## config.mk

```make
export PLATFORM = sky130hd
export DESIGN_NAME = io_bus_arbiter
export DESIGN_NICKNAME = d
export VERILOG_FILES = /design/src/rtl/riscvsoc_bus_pkg.sv /design/src/rtl/read_tag_pipe.sv /design/src/rtl/io_bus_arbiter.sv
export SDC_FILE = /design/constraint.sdc
export NUM_CORES = 1
export LEC_CHECK = 0
export CORE_AREA = 2 2 120 122
export DETAILED_ROUTE_END_ITERATION = 8
export DIE_AREA = 0 0 122 124
export DONT_BUFFER_PORTS = 1
export PLACE_DENSITY = 0.31
export SYNTH_ARGS = -nofsm -noshare
export SYNTH_HDL_FRONTEND = slang
export SYNTH_SLANG_ARGS = --single-unit
```

## constraint.sdc

```tcl
create_clock -name clk -period 4.9 [get_ports clk]
set_clock_uncertainty 0.2 [all_clocks]
set_input_delay 1.225 -clock clk [delete_from_list [all_inputs] [get_ports clk]]
set_output_delay 1.225 -clock clk [all_outputs]
set_load 0.005 [all_outputs]
```

## src/rtl/riscvsoc_bus_pkg.sv

```systemverilog
// Shared bus types and widths for the peripheral-bus arbiter slice.
package riscvsoc_bus_pkg;

  localparam int unsigned ADDR_W = 30;
  localparam int unsigned DATA_W = 32;
  localparam int unsigned BE_W   = DATA_W / 8;

  typedef logic master_id_t;

  localparam master_id_t M0 = 1'b0;
  localparam master_id_t M1 = 1'b1;

  typedef struct packed {
    logic [ADDR_W-1:0] address;
    logic              writeenable;
    logic [DATA_W-1:0] writedata;
    logic [BE_W-1:0]   byteena;
    logic              readenable;
  } bus_req_t;

endpackage

```

## src/rtl/read_tag_pipe.sv

```systemverilog
// Fixed-latency shift register of {valid, id} tags that follows each read
// through the slave so its data can be steered back to the issuing master.
module read_tag_pipe
  import riscvsoc_bus_pkg::*;
#(
  parameter int unsigned DEPTH = 1
) (
  input  logic       clk,
  input  logic       rst,
  input  logic       i_valid,
  input  master_id_t i_id,
  output logic       o_valid,
  output master_id_t o_id
);

  logic [DEPTH-1:0] r_valid;
  logic [DEPTH-1:0] r_id;

  // Load stage 0 every cycle and shift unconditionally; reset drops in-flight tags.
  always_ff @(posedge clk or posedge rst) begin
    if (rst) begin
      r_valid <= '0;
      r_id    <= '0;
    end else begin
      r_valid[0] <= i_valid;
      r_id[0]    <= i_id;
      for (int unsigned i = 1; i < DEPTH; i++) begin
        r_valid[i] <= r_valid[i-1];
        r_id[i]    <= r_id[i-1];
      end
    end
  end

  assign o_valid = r_valid[DEPTH-1];
  assign o_id    = r_id[DEPTH-1];

endmodule

```

## src/rtl/io_bus_arbiter.sv

```systemverilog
// Two-master round-robin arbiter for the single-cycle peripheral bus.
// m0 = yarvi core, m1 = debug/loader; read data is routed back by tag.
module io_bus_arbiter
  import riscvsoc_bus_pkg::*;
#(
  parameter int unsigned READ_LATENCY = 1
) (
  input  logic              clk,
  input  logic              reset,

  input  logic [ADDR_W-1:0] m0_address,
  input  logic              m0_writeenable,
  input  logic [DATA_W-1:0] m0_writedata,
  input  logic [BE_W-1:0]   m0_byteena,
  input  logic              m0_readenable,
  output logic              m0_waitrequest,
  output logic [DATA_W-1:0] m0_readdata,
  output logic              m0_readdatavalid,

  input  logic [ADDR_W-1:0] m1_address,
  input  logic              m1_writeenable,
  input  logic [DATA_W-1:0] m1_writedata,
  input  logic [BE_W-1:0]   m1_byteena,
  input  logic              m1_readenable,
  output logic              m1_waitrequest,
  output logic [DATA_W-1:0] m1_readdata,
  output logic              m1_readdatavalid,

  output logic [ADDR_W-1:0] s_address,
  output logic              s_writeenable,
  output logic [DATA_W-1:0] s_writedata,
  output logic [BE_W-1:0]   s_byteena,
  output logic              s_readenable,
  input  logic [DATA_W-1:0] s_readdata
);

  bus_req_t   w_m0_req;
  bus_req_t   w_m1_req;
  bus_req_t   w_sel;
  logic       w_req0;
  logic       w_req1;
  logic       w_grant0;
  logic       w_grant1;
  logic       w_any;
  master_id_t w_win_id;
  master_id_t r_last_grant;
  logic       w_tag_valid;
  master_id_t w_tag_id;

  // Bundle each master's request fields for the output mux.
  always_comb begin
    w_m0_req = '{address: m0_address, writeenable: m0_writeenable,
                 writedata: m0_writedata, byteena: m0_byteena,
                 readenable: m0_readenable};
    w_m1_req = '{address: m1_address, writeenable: m1_writeenable,
                 writedata: m1_writedata, byteena: m1_byteena,
                 readenable: m1_readenable};
  end

  // Same-cycle grant: a lone requester wins, a tie goes to the master not granted last.
  always_comb begin
    w_req0   = m0_readenable | m0_writeenable;
    w_req1   = m1_readenable | m1_writeenable;
    w_grant0 = w_req0 & (~w_req1 | (r_last_grant == M1));
    w_grant1 = w_req1 & (~w_req0 | (r_last_grant == M0));
    w_any    = w_grant0 | w_grant1;
    w_win_id = w_grant1 ? M1 : M0;
  end

  // Remember the most recent winner; idle cycles leave it untouched.
  always_ff @(posedge clk or posedge reset) begin
    if (reset) begin
      r_last_grant <= M1;
    end else if (w_any) begin
      r_last_grant <= w_win_id;
    end
  end

  // Route the winner to the slave; with no grant m0 is muxed with enables forced low.
  always_comb begin
    w_sel = w_grant1 ? w_m1_req : w_m0_req;
    if (!w_any) begin
      w_sel.writeenable = 1'b0;
      w_sel.readenable  = 1'b0;
    end
  end

  assign s_address     = w_sel.address;
  assign s_writeenable = w_sel.writeenable;
  assign s_writedata   = w_sel.writedata;
  assign s_byteena     = w_sel.byteena;
  assign s_readenable  = w_sel.readenable;

  assign m0_waitrequest = w_req0 & ~w_grant0;
  assign m1_waitrequest = w_req1 & ~w_grant1;

  read_tag_pipe #(
    .DEPTH (READ_LATENCY)
  ) u_read_tag_pipe (
    .clk     (clk),
    .rst     (reset),
    .i_valid (w_sel.readenable),
    .i_id    (w_win_id),
    .o_valid (w_tag_valid),
    .o_id    (w_tag_id)
  );

  assign m0_readdata      = s_readdata;
  assign m1_readdata      = s_readdata;
  assign m0_readdatavalid = w_tag_valid & (w_tag_id == M0);
  assign m1_readdatavalid = w_tag_valid & (w_tag_id == M1);

endmodule

```

==> results of run 1 <==
-- logic make-up (layout without fill, tap and decap cells) --
logic type	Yosys count	after routing	share of synthesized area, %
other	0	1	0
buffers and inverters	75	10	35.3
muxes	66	66	54.2
and+or+nand+nor	6	6	2.07
AOI/OAI and AO/OA	8	8	3.58
DFF	3	3	4.85
-- sequential cells by signal (all words and copies together), names as in the netlist --
signal                   cells
r_last_grant                 1
u_read_tag_pipe.o_id         1
u_read_tag_pipe.o_valid      1
-- final cells by class --
cell class                      count  area [um2]  share of cell area (%)
Multi-Input combinational cell     80         948                    69.7
Tap cell                          180         225                    16.5
Clock buffer                        4        78.8                    5.79
Sequential cell                     3        76.3                    5.61
Timing Repair Buffer                2        15.0                    1.10
Inverter                            4        15.0                    1.10
Antenna cell                        1        2.50                   0.184
-- through the flow --
stage | utilization [%] | cell area, um2 | setup WS (ns) | instances | hold WS, ns
floorplan | - | 1570 | 1.41 | 158 | 0.405
global placement | 9.33 | 1280 | 1.21 | 269 | 0.478
detailed placement | 9.33 | 1280 | 1.18 | 269 | 0.486
CTS | 9.90 | 1360 | 1.18 | 273 | 0.496
global route | 9.92 | 1360 | 1.10 | 274 | 0.538
finish | 9.92 | 1360 | 1.21 | 274 | 0.496
-- worst reg2reg max path, cell delays in order (launching register included) --
cell and delay [ns]:
dfstp_2 0.59, o21ai_2 0.11, o21ai_4 0.07, buf_4 0.39, inv_1 0.07
-- report_power, final --
part	internal, uW	switching (uW)
combinational	110	82.4
sequential	30.2	4.23
clock	107	20.6
-- metal layers --
metal  vias to the layer above  track usage, %  part of all wire (%)
li1                        347               -                     -
met1                       368            3.08                    24
met2                       177            9.50                    58
met3                         6            1.28                    16
met4                         0            1.58                   2.1
met5                         -               0                     0
-- cell usage after synthesis (all sizes together) --
master,n,area (um2)
a31oi,2,12.5
dfstp,1,26.3
nor2b,1,6.26
o31a,1,8.76
dfrtp,2,50.1
a211oi,1,7.51
buf,71,541
inv,4,15.0
mux2,66,852
a21oi,2,10.0
nand2b,2,12.5
and2,1,6.26
nor2,2,7.51
o21ai,2,17.5
-- worst paths after layout --
path,slack (ns),from,depth (start not counted),to
setup / recovery,1.21,m0_writeenable,4,s_writedata[20]
setup reg to reg,3.35,r_last_grant,4,u_read_tag_pipe.o_id
max in group asynchronous,3.73,reset,1,r_last_grant
hold reg to reg,0.50,r_last_grant,2,r_last_grant
hold / removal,0.50,r_last_grant,2,r_last_grant
min in group asynchronous,0.56,reset,1,u_read_tag_pipe.o_id
==> out/results.tsv, run 1 <==
metric	value	unit
setup_viol	0	
synth_cell_types	17	
critPathMaxStageDelay	0.45	ns
postCtsSetupRepairBufs	0	
hold_viol_final	0	
die_area	15100	um2
grt_first_pass_wirelength	4520	um
cp_cell_sequence	o21ai_2 > o21ai_4 > buf_4 > mux2_2	
cp_num_buf_inv	1	
cts_hold_buf	0	
max_cap_viol_count	0	
pin_count	306	
ant_nets	0	
syn_avg_cell_area	9.95	um2
nets	264	
worstPathArrival	2.26	ns
final_common_cell	mux2_2	
cts_buffers	3	
fp.dieH	124	um
wl_per_cell	14.8	um
gp_congestion	0.751	
core	13700	um2
clock-root-buffer	clkbuf_16	
final_cell_mix	37 x mux2_2, 29 x mux2_4, 4 x inv_1, 3 x clkbuf_16	
power_density	260	nW/um2
vias	898	
end_kind	output pin	
insertion_delay	0.22	ns
grt_setup_unrepaired	false	
vias_per_cell	3.28	
ys_seq_elements	3	
grt_overflow_total	0	
clk_path_buf_depth	2	
die_w	122	um
slew_headroom	65.2	%
worstMarginPinSlew	0.523	ns
cp_top_family	buffers and inverters	
synth_area	1570	um2
hpwl	3740	um
clkTransAtPathRegs	0.03	ns
hold_class	flop to flop	
drc	0	
outcome	completed	
p_leak	0.000520	uW
std_cell_rows	43	
firstDrtPassIters	4	
grt_max_degree	41	
synthToLayoutAreaGrowth	-13.4	%
grtUsageTotal	4.19	%
synth_nets	328	
num-fill-cells	1562	
fmax	0.271	GHz
path_class	primary input to output pin	
clock-sinks	3	
synth_cells	158	
cts_tree	done	
portBuffers	0	
yosys_warnings	0	
yosysSeqAreaShare	4.85	%
post_cts_resized	0	
initial_core_util	11.5	%
drive_gt1_share	79.6	%
post-route-period-util	75.2	%
power	354	uW
startpoint_type	primary input	
drv_slew	0	
worstPathRequired	3.47	ns
path_max_fanout	40	
drt_iter0_drc	15	
grt_pass1_vias	862	
fin_setup_tns	0	ns
ir_drop	0.0000876	V
period_needed	3.69	ns
cp_slowest_cell	buf_4	
antenna_found_initial	1	
drt-total-wl	4050	um
htreeDepth	1	
Power figures use the tool's default switching activity.
==> run 2, diff against run 1 <==
clock period = 3.3 ns   (was 4.9 ns; I/O delays follow)
==> run 2 against run 1 <==
- final cell count decreased by 0.36%
- via count grew 2.6%
- first-iteration DRC count increased by 53%
- final area up 1.7%
- core utilization rose by 0.16 points
- clock power grew 49%
- highest routed layer is now met5
- largest power group unchanged
==> out/results.tsv, run 2 (same netlist as run 1, synthesis figures left out) <==
metric	value	unit	change
outcome	completed		
path_class	primary input to output pin		
drv_slew	0		unchanged
clkTransAtPathRegs	0.03	ns	about the same
grt_overflow_total	0		unchanged
gp_congestion	0.735		-2.1%
pin_count	306		unchanged
fin_setup_tns	0	ns	unchanged
fp.dieH	124	um	unchanged
insertion_delay	0.22	ns	about the same
grtUsageTotal	4.59	%	+0.41 points
wl_per_cell	15.7	um	+6.6%
worstPathRequired	2.27	ns	-1.20 ns
fmax	0.366	GHz	
grt_first_pass_wirelength	4850	um	+7.3%
path_max_fanout	40		unchanged
std_cell_rows	43		unchanged
post-route-period-util	82.8	%	
drive_gt1_share	79.6	%	unchanged
power_frac_comb	55.0	%	+0.8 points
grt_pass1_vias	838		-2.8%
cp_cell_sequence	o21ai_2 > o21ai_4 > buf_12 > mux2_4		
grt_setup_unrepaired	false		
final_cell_mix	37 x mux2_2, 29 x mux2_4, 4 x inv_1, 3 x clkbuf_16		
vias	921		+2.6%
antenna_cells	0		-1
cts_buffers	3		unchanged
power.share.clock	35.5	%	-0.6 points
period_needed	2.73	ns	
max_cap_viol_count	0		unchanged
seqPwrFrac	9.5	%	-0.2 points
drt-total-wl	4300	um	+6.2%
p_int	377	uW	+52%
clock-root-buffer	clkbuf_16		
hold_viol_final	0		unchanged
cp_slowest_cell	mux2_4		
htreeDepth	1		unchanged
portBuffers	0		unchanged
clock-sinks	3		unchanged
num-fill-cells	1559		-0.19%
postCtsSetupRepairBufs	0		unchanged
hold_class	primary input to async pin		
startpoint_type	primary input		
drc	0		unchanged
worstMarginPinSlew	0.289	ns	-0.234 ns
grt_max_degree	41		unchanged
critPathMaxStageDelay	0.33	ns	-0.12 ns
clk_path_buf_depth	2		unchanged
core	13700	um2	unchanged
die_w	122	um	unchanged
setup_viol	0		unchanged
die_area	15100	um2	unchanged
holdWs	0.152	ns	-0.344 ns
hpwl	3980	um	+6.4%
drt_iter0_drc	23		+8
antenna_found_initial	4		+3
switching_share	29.8	%	-0.42 points
nets	264		unchanged
ant_nets	0		unchanged
fin_util	10.1	%	+0.16 points
worstPathArrival	1.71	ns	-0.55 ns
slew_headroom	80.6	%	+15 points
cts_tree	done		
vias_per_cell	3.37		+2.9%
initial_core_util	11.5	%	unchanged
end_kind	output pin		
ir_drop	0.000150	V	+72%
synthToLayoutAreaGrowth	-12.0	%	
dp.cells	269		unchanged
power	537	uW	+51%
p_sw	160	uW	+49%
fin_cells	273		-0.36%
cts_hold_buf	0		unchanged
p_leak	0.000530	uW	+1.8%
firstDrtPassIters	2		-2
post_cts_resized	0		unchanged
final_common_cell	mux2_2		
power_density	388	nW/um2	+49%
[run 2: cell types whose count changed in the layout (fill, tap and decap cells not counted), sizes merged]
| cell | before | now |
|---|---|---|
| diode | 1 | 0 |
[run 2: area by class of cell]
type / count / area, um2 / area share (%)
Multi-Input combinational cell: 80 / 948 / 68.5
Tap cell: 180 / 225 / 16.3
Clock buffer: 4 / 78.8 / 5.70
Sequential cell: 3 / 76.3 / 5.52
Timing Repair Buffer: 2 / 40.0 / 2.89
Inverter: 4 / 15.0 / 1.08
[run 2: power by group through the flow]
stage	combinational (uW)	sequential, uW	clock, uW
final	295	51.0	191
after global routing	321	52.8	199
after CTS	302	51.3	194
after detailed placement	301	51.6	0
after global placement	302	51.0	0
after floorplan	334	49.3	0
[run 2: path summary, 6_finish.rpt]
check,startpoint,endpoint,slack (ns),cells past startpoint
setup / recovery,m0_writeenable,s_address[25],0.57,4
hold / removal,reset,u_read_tag_pipe.o_id,0.15,1
setup reg to reg,r_last_grant,u_read_tag_pipe.o_id,1.90,4
hold reg to reg,r_last_grant,r_last_grant,0.51,2
max in group asynchronous,reset,r_last_grant,2.54,1
min in group clk,r_last_grant,r_last_grant,0.51,2
[run 2: critical path, delay by kind of cell]
| kind | cells | cell delay (ns) |
|---|---|---|
| muxes | 1 | 0.33 |
| AOI/OAI and AO/OA | 2 | 0.33 |
| buffers and inverters | 1 | 0.19 |
[run 2: per-layer routing]
metal / global-route usage (%) / up-vias / wire length, um
li1: - / 347 / -
met1: 2.99 / 366 / 943
met2: 10.8 / 188 / 2500
met3: 2.01 / 16 / 754
met4: 1.01 / 4 / 76
met5: 0 / - / 27
[run 2: stage by stage]
step / instance area, um2 / setup slack (ns)
after global routing: 1380 / 0.484
after floorplan: 1570 / 0.608
after detailed placement: 1310 / 0.560
final: 1380 / 0.569
after global placement: 1310 / 0.586
after CTS: 1380 / 0.556
